[src/rtl/ox_board_collect.sv]
// Serial board collector for the tic-tac-toe line counter: nine cell beats -> packed Sequence/Original_pos.
// Optional legality checker enabled by defining OX_BOARD_COLLECT_CHECK_EN.
module ox_board_collect #(
  parameter int unsigned TIMEOUT = 15
) (
  input  logic       clk,
  input  logic       rst,
  input  logic       in_valid,
  output logic       in_ready,
  input  logic       in_cell,
  input  logic [3:0] in_start,
  output logic       out_valid,
  input  logic       out_ready,
  output logic [8:0] Sequence,
  output logic [3:0] Original_pos,
  output logic       out_abort,
  output logic       out_err
);

  localparam int unsigned IW = (TIMEOUT > 0) ? $clog2(TIMEOUT + 1) : 1;
  localparam logic [IW-1:0] IDLE_LAST = (TIMEOUT > 0) ? IW'(TIMEOUT - 1) : '0;
  localparam logic [IW-1:0] IDLE_MAX  = IW'(TIMEOUT);

  typedef enum logic [1:0] {IDLE, LOAD, HOLD} state_t;

  state_t        state, state_nx;
  logic          accept, done, expire, timeout_hit;
  logic [3:0]    count;
  logic [IW-1:0] idle_cnt;

  assign timeout_hit = (TIMEOUT != 0) && (idle_cnt == IDLE_LAST);

  always_ff @(posedge clk) begin
    if (rst) state <= IDLE;
    else     state <= state_nx;
  end

  always_comb begin
    state_nx  = state;
    in_ready  = 1'b1;
    out_valid = 1'b0;
    accept    = 1'b0;
    done      = 1'b0;
    expire    = 1'b0;
    case (state)
      IDLE: begin
        accept = in_valid;
        if (accept) state_nx = LOAD;
      end
      LOAD: begin
        accept = in_valid;
        if (accept && count == 4'd8) begin
          done     = 1'b1;
          state_nx = HOLD;
        end else if (!accept && timeout_hit) begin
          // idle counter would reach TIMEOUT at this edge: drop the board now
          expire   = 1'b1;
          state_nx = IDLE;
        end
      end
      HOLD: begin
        in_ready  = 1'b0;
        out_valid = 1'b1;
        if (out_ready) state_nx = IDLE;
      end
      default: state_nx = IDLE;
    endcase
  end

  always_ff @(posedge clk) begin
    if (rst || state != LOAD || accept) idle_cnt <= '0;
    else if (TIMEOUT != 0 && idle_cnt != IDLE_MAX) idle_cnt <= idle_cnt + IW'(1);
  end

  always_ff @(posedge clk) begin
    if (rst) begin
      Sequence     <= '0;
      Original_pos <= '0;
      count        <= '0;
      out_abort    <= 1'b0;
    end else begin
      out_abort <= expire;
      if (state == IDLE && accept) begin
        Sequence     <= {8'b0, in_cell};
        Original_pos <= in_start;
        count        <= 4'd1;
      end else if (state == LOAD && accept) begin
        Sequence <= {Sequence[7:0], in_cell};
        count    <= count + 4'd1;
      end else if (expire) begin
        Sequence     <= '0;
        Original_pos <= '0;
        count        <= '0;
      end else if (state == HOLD && out_ready) begin
        count <= '0;
      end
    end
  end

`ifdef OX_BOARD_COLLECT_CHECK_EN
  logic [3:0] xcnt, xfinal;
  logic       err_q;

  assign xfinal  = xcnt + {3'b0, in_cell};
  assign out_err = err_q;

  always_ff @(posedge clk) begin
    if (rst) begin
      xcnt  <= '0;
      err_q <= 1'b0;
    end else begin
      if (state == IDLE && accept)      xcnt <= {3'b0, in_cell};
      else if (state == LOAD && accept) xcnt <= xfinal;
      if (done)
        err_q <= (Original_pos == 4'd0) || (Original_pos > 4'd9) ||
                 !((xfinal == 4'd4) || (xfinal == 4'd5));
      else if (state == HOLD && out_ready)
        err_q <= 1'b0;
    end
  end
`else
  assign out_err = 1'b0;
`endif

endmodule

[config.mk]
export PLATFORM = sky130hd
export DESIGN_NAME = ox_board_collect
export DESIGN_NICKNAME = d
export VERILOG_FILES = /design/src/rtl/ox_board_collect.sv
export SDC_FILE = /design/constraint.sdc
export NUM_CORES = 1
export LEC_CHECK = 0
export BUFFER_PORTS_ARGS = -buffer_cell sky130_fd_sc_hd__buf_2
export CAP_MARGIN = 30
export CORE_MARGIN = 2
export CORE_UTILIZATION = 42
export CTS_CLUSTER_SIZE = 20
export DETAILED_ROUTE_END_ITERATION = 7
export SLEW_MARGIN = 30
export SYNTH_ARGS = -nofsm -noshare
export SYNTH_HDL_FRONTEND = slang
export SYNTH_SLANG_ARGS = --single-unit
[constraint.sdc]
create_clock -name clk -period 1.8 [get_ports clk]
set_clock_uncertainty 0.1 [all_clocks]
set_input_delay 0.36 -clock clk [delete_from_list [all_inputs] [get_ports clk]]
set_output_delay 0.36 -clock clk [all_outputs]
set_load 0.005 [all_outputs]
Word-level counts from Yosys, hierarchy flattened. Cells that the tools add are included.

Bits in writable memories: 0. Bits in latches: 0. Bits in read-only memories: 0. Register bits: 24. Memories: 0. Output and inout port bits: 17.

Shift operators: 0. Bitwise logic cells: 0. Div/mod/pow operators: 0. Magnitude comparators: 0. Muxes and demuxes: 21. Equal/unequal tests: 10. $mul: 0. Reduce and logical (&&, ||, !) cells: 18. $add $sub $neg: 2.

Operators by type and width (count): two-way mux 4 bit (6); two-way mux 9 bit (2); adder 4 x 1 -> 4 bit, second input constant (2); == test 4 bit, second input constant (2); two-way mux 1 bit (8); two-way mux 2 bit (4); inequality test 2 bit, second input constant (3); one-hot mux 2 bit (3 select lines) (1); nonzero test 3 bit (2); logical AND 1 bit (5); inequality test 4 bit, second input constant (1); nonzero test 2 bit (2); nonzero test 4 bit (1); OR reduction 2 bit (2); inequality test 3 bit, second input constant (1); AND reduction 3 bit (1); == test 2 x 1 -> 1 bit, second input constant (1); == test 2 bit, second input constant (1); logical NOT 2 bit (1); logical OR 1 bit (2); inequality test 2 x 1 -> 1 bit, second input constant (1); AND reduction 2 bit (1); logical NOT 1 bit (1).

Longest topological paths before layout. Gate-level depths: netlist (run 1).

Depth after elaboration: 8. Mapped depth: 5. Gate-level depth less buffers: 5.

Worst setup path before layout (run 1). Ideal clock, no wire load.

Kind: flip-flop to flip-flop. Start: reg idle_cnt[0]. End: reg count[3]. Cell stages (with the launch flop): 6. Arrival time: 1230 ps. Path slack: 382 ps. Cells stage by stage: dfxtp_1 > inv_1 > ha_1 > nand3_1 > o211ai_2 > a311oi_2.

Cells in the longest elaborated chain, start to end: 7. Elaborated cells between the ends (all ways): 8. Those cells by class: eq/ne: 1; mux: 5; reduce/logical: 2.

RTL lines: from (decl) (line 29) `logic [IW-1:0] idle_cnt;`; from (signal assigned) (line 72) `else if (TIMEOUT != 0 && idle_cnt != IDLE_MAX) idle_cnt <= idle_cnt + IW'(1);`; == test 4 bit * (line 31) `assign timeout_hit = (TIMEOUT != 0) && (idle_cnt == IDLE_LAST);`; logical AND 1 bit * (line 55) `end else if (!accept && timeout_hit) begin`; two-way mux 1 bit * (line 55); two-way mux 1 bit * (line 52) `if (accept && count == 4'd8) begin`; two-way mux 1 bit * (line 45) `case (state)`; two-way mux 4 bit (line 90) `end else if (expire) begin`; two-way mux 4 bit (line 87) `end else if (state == LOAD && accept) begin`; to (signal assigned) (line 89) `count <= count + 4'd1;`; to (decl) (line 28) `logic [3:0] count;`.

Every way passes the cells marked *; elsewhere a longest branch is shown, timed or not. A chain may end at the register's enable or synchronous reset.

Worst setup path in the final report (run 1).
Start: reg state[0]. End: out in_ready.

Cells in the longest elaborated chain, start to end: 2.

RTL lines: from (decl) (line 26) `state_t state, state_nx;`; from (signal assigned) (line 35) `else state <= state_nx;`; == test 2 bit (line 45); two-way mux 1 bit (line 45); to (decl) (line 9) `output logic in_ready,`.

No other way between the ends.

==> results of run 1 <==
cells in the mapped netlist (2+ instances only):
| cell type | n |
|---|---|
| dfxtp_1 | 24 |
| a21oi_1 | 21 |
| nand2_1 | 12 |
| o21ai_0 | 9 |
| nor2_1 | 7 |
| a211oi_2 | 5 |
| inv_1 | 5 |
| ha_1 | 4 |
| nand3_1 | 4 |
| buf_4 | 3 |
| buf_6 | 3 |
| a31oi_1 | 2 |
| buf_2 | 2 |
| nand3b_1 | 2 |
| nor2b_1 | 2 |
| o2111ai_1 | 2 |
state kept, by name, indices dropped and copies added (netlist names):
signal	cells
Original_pos	4
Sequence	9
count	4
idle_cnt	4
out_abort	1
state	2
final cells by class:
cell class	count	share of cell area
well taps	31	0.0294
flip-flops and latches	24	0.366
multi-input cells	93	0.472
inverters	5	0.0142
repair buffers	26	0.102
clock buffers	3	0.0170
routing by layer:
layer	global-route usage	up-vias
li1	-	505
met1	0.191	465
met2	0.243	19
met3	0.0590	2
met4	0.0465	0
met5	0	-
kinds of logic after synthesis:
| group | after synthesis |
|---|---|
| adder cells (fa/ha/maj) | 4 |
| AO/OA/AOI/OAI | 47 |
| AND/OR/NAND/NOR | 40 |
| other | 1 |
| flip-flops | 24 |
| XOR/XNOR | 1 |
| buffers and inverters | 13 |
through the flow:
| step | cells | area [um2] | setup slack [ns] | power (mW) |
|---|---|---|---|---|
| CTS | 182 | 1320 | 0.0230 | 0.893 |
| detailed placement | 179 | 1300 | 0.232 | 0.667 |
| floorplan | 130 | 1190 | 0.382 | 0.643 |
| global route | 182 | 1320 | 0.0858 | 0.929 |
| finish | 182 | 1320 | 0.157 | 0.883 |
| global placement | 179 | 1300 | 0.308 | 0.665 |
power groups by stage:
| stage | Sequential, mW | Clock (mW) | Combinational (mW) |
|---|---|---|---|
| 2_1_floorplan | 0.562 | 0 | 0.0815 |
| 3_3_place_gp | 0.566 | 0 | 0.0993 |
| 3_5_place_dp | 0.567 | 0 | 0.100 |
| 4_1_cts | 0.555 | 0.238 | 0.100 |
| 5_1_grt | 0.558 | 0.260 | 0.111 |
| 6_report | 0.555 | 0.228 | 0.0997 |
critical path, cell delays in order (launching register included):
cell and delay, ns:
dfxtp_2 0.47, and2b_1 0.22, inv_1 0.07, buf_2 0.11
repair_timing:
action | 4_1_cts | 5_1_grt
endpoints found under the setup margin | 0 | 1
buffers inserted | 0 | 0
gates resized for setup | 0 | 2
worst max-delay path by stage:
stage / to / slack, ns / cells past startpoint / startpoint
detailed placement: count[3] / 0.23 / 5 / idle_cnt[0]
CTS: in_ready / 0.02 / 3 / state[0]
finish: in_ready / 0.16 / 3 / state[0]
floorplan: count[3] / 0.38 / 5 / idle_cnt[0]
global route: count[3] / 0.09 / 5 / idle_cnt[0]
global placement: count[3] / 0.31 / 4 / in_valid
==> results.sh, run 1 <==
export IMPL_switchingPower_mw=0.221
export IMPL_fmax_ghz=0.609
export IMPL_m1WireLength_um=1070
export IMPL_h_tree_depth=1
export IMPL_leakagePower_nw=0.502
export IMPL_overflow=0
export IMPL_r2r_cells=5
export IMPL_design_portCount=26
export IMPL_reg2reg_slack_ns=0.23
export IMPL_drt_iter0_drc=22
export IMPL_synthCells=130
export IMPL_cts_root_buf="clkbuf_4"
export IMPL_hpwl_um=1760
export IMPL_die_area_um2=3270
export IMPL_cp_data_required_time_ns=1.34
export IMPL_whs_ns=0.194
export IMPL_finalHoldViolations=0
export IMPL_cts_hold_buf=0
export IMPL_power_density_nw_per_um2=668
export IMPL_pwr_share_comb=0.113
export IMPL_gp_congestion=0.751
export IMPL_synth_top_area_share=0.404
export IMPL_wirelength_um=2400
export IMPL_syn_nets=143
export IMPL_wire_per_inst_um=13.2
export IMPL_port_buffers=24
export IMPL_dr_wl_met3_um=117
export IMPL_start_util=0.435
export IMPL_hold_start="in_cell"
export IMPL_final_antenna_net_count=0
export IMPL_fin_crit_ns=1.64
export IMPL_min_path_cells=3
export IMPL_fin_util=0.483
export IMPL_synth_seq_cells=24
export IMPL_yosysSeqAreaShare=0.404
export IMPL_synthSimpleGateAreaFrac=0.195
export IMPL_crit_arrival_ns=1.18
export IMPL_path_clk_slew_ns=0.13
export IMPL_setup_violations_final=0
export IMPL_vias=991
export IMPL_cts_buffers=3
export IMPL_synth_area_um2=1190
export IMPL_grt_setup_unrepaired="false"
export IMPL_muxShareOfSynthArea=0
export IMPL_num_antenna_cells=0
export IMPL_slew_viol_final=0
export IMPL_synth_cell_types=39
export IMPL_cts_tree="yes"
export IMPL_multiInputGateArea_um2=623
export IMPL_min_to="Sequence[0]"
export IMPL_synthFlopType="dfxtp_1"
export IMPL_p_clk_frac=0.258
export IMPL_synth_edff_count=0
export IMPL_wl_met2_um=1190
export IMPL_synthXorXnorAreaFrac=0.00737
export IMPL_async_flop_share=0
export IMPL_dr_pass1_iters=4
export IMPL_final_net_count=166
export IMPL_holdCritPathClass="primary input to register"
export IMPL_regArea_um2=483
export IMPL_layout_drive_gt1_share=0.291
export IMPL_fin_tns_setup_ns=0
export IMPL_fillerInstances=278
export IMPL_grt_max_degree=15
export IMPL_drc=0
export IMPL_netlist_top_cells_area="dfxtp_1, a21oi_1, a211oi_2, ha_1, o21ai_0"
export IMPL_avgSynthCellArea_um2=9.14
export IMPL_switching_share=0.250
export IMPL_clk_path_buf_depth=2
export IMPL_end_kind="primary output"
export IMPL_seqPwrFrac=0.629
export IMPL_synth_area_leader_cell="dfxtp_1"
export IMPL_grt_pass1_wl_um=3920
export IMPL_coreArea_um2=2730
export IMPL_fp_dieW_um=57.2
export IMPL_period_share=0.913
export IMPL_synth_warnings=0
export IMPL_outcome="finished clean"
export IMPL_grt_usage=0.152
export IMPL_grt_pass1_vias=884
export IMPL_final_common_cell="buf_2"
export IMPL_layout_common_cells="buf_2, dfxtp_1, a21oi_1"
export IMPL_antenna_found_initial=0
export IMPL_cp_start_kind="register"
export IMPL_area_growth_pct=11.2
export IMPL_vias_per_cell=5.45
export IMPL_clock_sinks=24
export IMPL_synth_top_family_by_area="compound AO/OA/AOI/OAI gates"
export IMPL_max_cap_violations=0
export IMPL_ir_drop_mv=0.550
export IMPL_worstPathMaxFanout=10
export IMPL_synth_compound_area_frac=0.277
export IMPL_r2r_end="count[3]"
export IMPL_clk_latency_ns=0.31
export IMPL_p_int_mw=0.662
export IMPL_dr_max_layer_used="met4"
export IMPL_r2r_start="idle_cnt[0]"
export IMPL_rows=19
export IMPL_synthAdderAreaFrac=0.0421
export IMPL_fp_dieH_um=57.2
export IMPL_worstSetupPathType="register to primary output"
(Power assumes the default switching activity.)
==> run 2, diff against run 1 <==
--- a/config.mk
+++ b/config.mk
@@ -9,6 +9,7 @@
 export CAP_MARGIN = 30
 export CORE_MARGIN = 2
 export CORE_UTILIZATION = 42
+export CTS_BUF_LIST = sky130_fd_sc_hd__clkbuf_8
 export CTS_CLUSTER_SIZE = 20
 export DETAILED_ROUTE_END_ITERATION = 7
 export SLEW_MARGIN = 30
==> run 2 against run 1 <==
Via count increased by 0.50%. Hold slack better by 0.049 ns. Core utilization up 0.60 points. Sequential share of layout area down 0.63 points. Sequential power hardly changed. First-iteration DRC count down 4.5%. Critical path type unchanged. Largest cell class unchanged. Largest power group unchanged.
==> results.sh, run 2 (synthesis results as in run 1) <==
export IMPL_coreArea_um2=2730
export IMPL_drt_iter0_drc=21
export IMPL_cts_tree="yes"
export IMPL_area_growth_pct=12.5
export IMPL_fmax_ghz=0.583
export IMPL_crit_arrival_ns=1.26
export IMPL_grt_pass1_vias=878
export IMPL_rows=19
export IMPL_max_cap_violations=0
export IMPL_largest_register="Sequence"
export IMPL_vias_per_cell=5.47
export IMPL_cp_start_kind="register"
export IMPL_setup_violations_final=0
export IMPL_p_int_mw=0.733
export IMPL_largest_reg_flops=9
export IMPL_h_tree_depth=1
export IMPL_fp_dieW_um=57.2
export IMPL_worstPathMaxFanout=10
export IMPL_period_share=0.953
export IMPL_start_util=0.435
export IMPL_layout_drive_gt1_share=0.278
export IMPL_grt_setup_unrepaired="false"
export IMPL_dp_cells=179
export IMPL_place_ws_ns=0.232
export IMPL_postCtsSetupRepairBufs=0
export IMPL_placed_area_um2=1300
export IMPL_cp_data_required_time_ns=1.34
export IMPL_overflow=0
export IMPL_outcome="finished clean"
export IMPL_switching_share=0.243
export IMPL_p_clk_frac=0.324
export IMPL_seqPwrFrac=0.572
export IMPL_leakagePower_nw=0.509
export IMPL_hpwl_um=1760
export IMPL_grt_usage=0.155
export IMPL_cts_buffers=3
export IMPL_fp_dieH_um=57.2
export IMPL_fin_crit_ns=1.72
export IMPL_drc=0
export IMPL_clk_path_buf_depth=2
export IMPL_die_area_um2=3270
export IMPL_clock_sinks=24
export IMPL_ir_drop_mv=0.583
export IMPL_fin_area_um2=1340
export IMPL_num_antenna_cells=0
export IMPL_cts_hold_buf=0
export IMPL_wirelength_um=2430
export IMPL_power_density_nw_per_um2=724
export IMPL_worstSetupPathType="register to primary output"
export IMPL_final_antenna_net_count=0
export IMPL_finalHoldViolations=0
export IMPL_clk_latency_ns=0.27
export IMPL_dr_max_layer_used="met4"
export IMPL_cts_root_buf="clkbuf_8"
export IMPL_switchingPower_mw=0.236
export IMPL_post_route_worst_setup_slack_ns=0.0849
export IMPL_wl_met2_um=1170
export IMPL_grt_max_degree=15
export IMPL_design_portCount=26
export IMPL_port_buffers=24
export IMPL_final_net_count=166
export IMPL_layout_common_cells="dfxtp_1, buf_2, a21oi_1"
export IMPL_slew_viol_final=0
export IMPL_fin_tns_setup_ns=0
export IMPL_wire_per_inst_um=13.4
export IMPL_dr_pass1_iters=4
export IMPL_holdCritPathClass="primary input to register"
export IMPL_final_cells=182
export IMPL_grt_pass1_wl_um=3930
export IMPL_end_kind="primary output"
export IMPL_vias=996
export IMPL_dr_wl_met3_um=126
export IMPL_gp_congestion=0.751
export IMPL_antenna_found_initial=0
export IMPL_cts_resized=0
export IMPL_pwr_share_comb=0.103
export IMPL_m1WireLength_um=1100
export IMPL_path_clk_slew_ns=0.08
[run 2: cell types whose count changed in the layout (fill, tap and decap cells not counted)]
cell / before / now
clkbuf_4: 3 / 0
clkbuf_8: 0 / 3
dfxtp_1: 22 / 24
dfxtp_2: 2 / 0
[run 2: worst max-delay path, stage by stage, from the launching register on]
cell and delay, ns:
dfxtp_1 0.56, and2b_1 0.24, inv_1 0.07, buf_2 0.11
[run 2: worst paths after layout]
path	slack, ns	cells after the start	start	endpoint
setup / recovery	0.08	3	state[0]	in_ready
hold / removal	0.24	3	in_cell	Sequence[0]
setup reg to reg	0.23	5	idle_cnt[0]	count[3]
hold reg to reg	0.36	2	Sequence[3]	Sequence[4]
[run 2: stage by stage]
stage | hold slack (ns) | util | total power [mW]
floorplan | 0.357 | - | 0.643
global placement | 0.348 | 0.474 | 0.665
detailed placement | 0.356 | 0.474 | 0.667
CTS | 0.230 | 0.489 | 0.979
global route | 0.231 | 0.489 | 1.01
finish | 0.242 | 0.489 | 0.968
[run 2: power by group through the flow]
| stage | sequential (mW) | combinational [mW] | clock, mW |
|---|---|---|---|
| 6_report | 0.554 | 0.100 | 0.314 |
| 4_1_cts | 0.554 | 0.100 | 0.324 |
| 3_5_place_dp | 0.567 | 0.100 | 0 |
| 2_1_floorplan | 0.562 | 0.0815 | 0 |
| 3_3_place_gp | 0.566 | 0.0993 | 0 |
| 5_1_grt | 0.557 | 0.111 | 0.341 |
[run 2: cell type report]
| cell class | count | area [um2] |
|---|---|---|
| multi-input combinational | 93 | 623 |
| fill | 276 | 1400 |
| tap | 31 | 38.8 |
| sequential | 24 | 480 |
| timing repair buffer | 26 | 135 |
| clock buffer | 3 | 41.3 |
| inverter | 5 | 18.8 |
[run 2: layer usage]
metal,up-vias,GRT usage
met5,-,0
met4,0,0.0664
met3,5,0.0590
met2,21,0.245
met1,463,0.188
li1,507,-
==> run 3, diff against run 2 <==
--- a/config.mk
+++ b/config.mk
@@ -12,6 +12,8 @@
 export CTS_BUF_LIST = sky130_fd_sc_hd__clkbuf_8
 export CTS_CLUSTER_SIZE = 20
 export DETAILED_ROUTE_END_ITERATION = 7
+export GPL_ROUTABILITY_DRIVEN = 0
+export REMOVE_ABC_BUFFERS = 1
 export SLEW_MARGIN = 30
 export SYNTH_ARGS = -nofsm -noshare
 export SYNTH_HDL_FRONTEND = slang
==> run 3 against run 2 <==
Via count grew 0.30%. Total power is 5.7% higher. Clock power up 18%. Global-route usage down 0.48 points. Critical path depth unchanged. Highest routed layer unchanged.
==> results.sh, run 3 (synthesis results as in run 1) <==
export IMPL_outcome="finished clean"
export IMPL_largest_reg_flops=9
export IMPL_cts_root_buf="clkbuf_8"
export IMPL_layout_common_cells="dfxtp_1, buf_2, a21oi_1"
export IMPL_path_clk_slew_ns=0.08
export IMPL_start_util=0.435
export IMPL_slew_viol_final=0
export IMPL_h_tree_depth=1
export IMPL_dr_pass1_iters=2
export IMPL_period_share=0.940
export IMPL_cp_data_required_time_ns=1.34
export IMPL_regArea_um2=480
export IMPL_power_density_nw_per_um2=758
export IMPL_fin_area_um2=1350
export IMPL_final_antenna_net_count=0
export IMPL_final_cells=183
export IMPL_setup_violations_final=0
export IMPL_port_buffers=24
export IMPL_cts_hold_buf=0
export IMPL_clock_sinks=24
export IMPL_postCtsSetupRepairBufs=0
export IMPL_vias_per_cell=5.46
export IMPL_worstSetupPathType="register to primary output"
export IMPL_largest_register="Sequence"
export IMPL_end_kind="primary output"
export IMPL_design_portCount=26
export IMPL_fp_dieH_um=57.2
export IMPL_grt_max_degree=15
export IMPL_ir_drop_mv=0.570
export IMPL_fillerInstances=273
export IMPL_wire_per_inst_um=12.8
export IMPL_crit_arrival_ns=1.23
export IMPL_fin_crit_ns=1.69
export IMPL_fmax_ghz=0.591
export IMPL_total_power_mw=1.02
export IMPL_max_cap_violations=0
export IMPL_overflow=0
export IMPL_coreArea_um2=2730
export IMPL_leakagePower_nw=0.517
export IMPL_drt_iter0_drc=19
export IMPL_cts_buffers=3
export IMPL_final_net_count=166
export IMPL_clk_latency_ns=0.27
export IMPL_cp_start_kind="register"
export IMPL_area_growth_pct=13.7
export IMPL_clk_path_buf_depth=2
export IMPL_grt_pass1_wl_um=3910
export IMPL_finalHoldViolations=0
export IMPL_fp_dieW_um=57.2
export IMPL_dp_cells=179
export IMPL_fin_tns_setup_ns=0
export IMPL_layout_drive_gt1_share=0.283
export IMPL_wirelength_um=2340
export IMPL_placed_area_um2=1300
export IMPL_holdCritPathClass="primary input to register"
export IMPL_drc=0
export IMPL_grt_usage=0.150
export IMPL_die_area_um2=3270
export IMPL_hpwl_um=1740
export IMPL_vias=999
export IMPL_cts_resized=0
export IMPL_multiInputGateArea_um2=623
export IMPL_cts_tree="yes"
export IMPL_worstPathMaxFanout=10
export IMPL_rows=19
export IMPL_num_antenna_cells=0
export IMPL_grt_pass1_vias=909
export IMPL_antenna_found_initial=0
export IMPL_grt_setup_unrepaired="false"
-- run 3: changes by cell type in the layout (fill, tap and decap cells not counted), sizes merged --
cell and change:
clkbuf +1
-- run 3: path summary, 6_finish.rpt --
path / to / cells after the start / from / slack (ns)
worst min-delay path: Sequence[0] / 3 / in_cell / 0.23
worst max register to register: count[3] / 5 / idle_cnt[0] / 0.26
worst min register to register: Sequence[4] / 2 / Sequence[3] / 0.37
worst max-delay path: in_ready / 3 / state[0] / 0.11
-- run 3: layer usage --
metal	vias to the layer above	GRT usage	wire length (um)
met5	-	0	0
met1	463	0.189	1100
li1	506	-	-
met3	5	0.0204	103
met4	0	0.0598	35
met2	25	0.258	1100
-- run 3: power by group --
group | switching, mW | internal, mW | leakage, nW
combinational | 0.0582 | 0.0414 | 0.293
sequential | 0.0132 | 0.541 | 0.195
clock | 0.174 | 0.196 | 0.0288
-- run 3: critical path: stages, from the launching register on --
cell and delay, ns:
dfxtp_1 0.55, and2b_1 0.24, inv_1 0.07, buf_2 0.11
-- run 3: cell type report --
| class | instances | share of cell area |
|---|---|---|
| multi-input combinational | 93 | 0.461 |
| sequential | 24 | 0.356 |
| timing repair buffer | 26 | 0.100 |
| clock buffer | 4 | 0.0407 |
| tap | 31 | 0.0287 |
| inverter | 5 | 0.0139 |
-- run 3: through the flow --
stage	util	setup WS [ns]	hold slack (ns)
after CTS	0.494	0.107	0.230
after global routing	0.494	0.0365	0.251
after floorplan	-	0.382	0.325
after detailed placement	0.474	0.269	0.365
after global placement	0.474	0.323	0.351
final	0.494	0.109	0.229
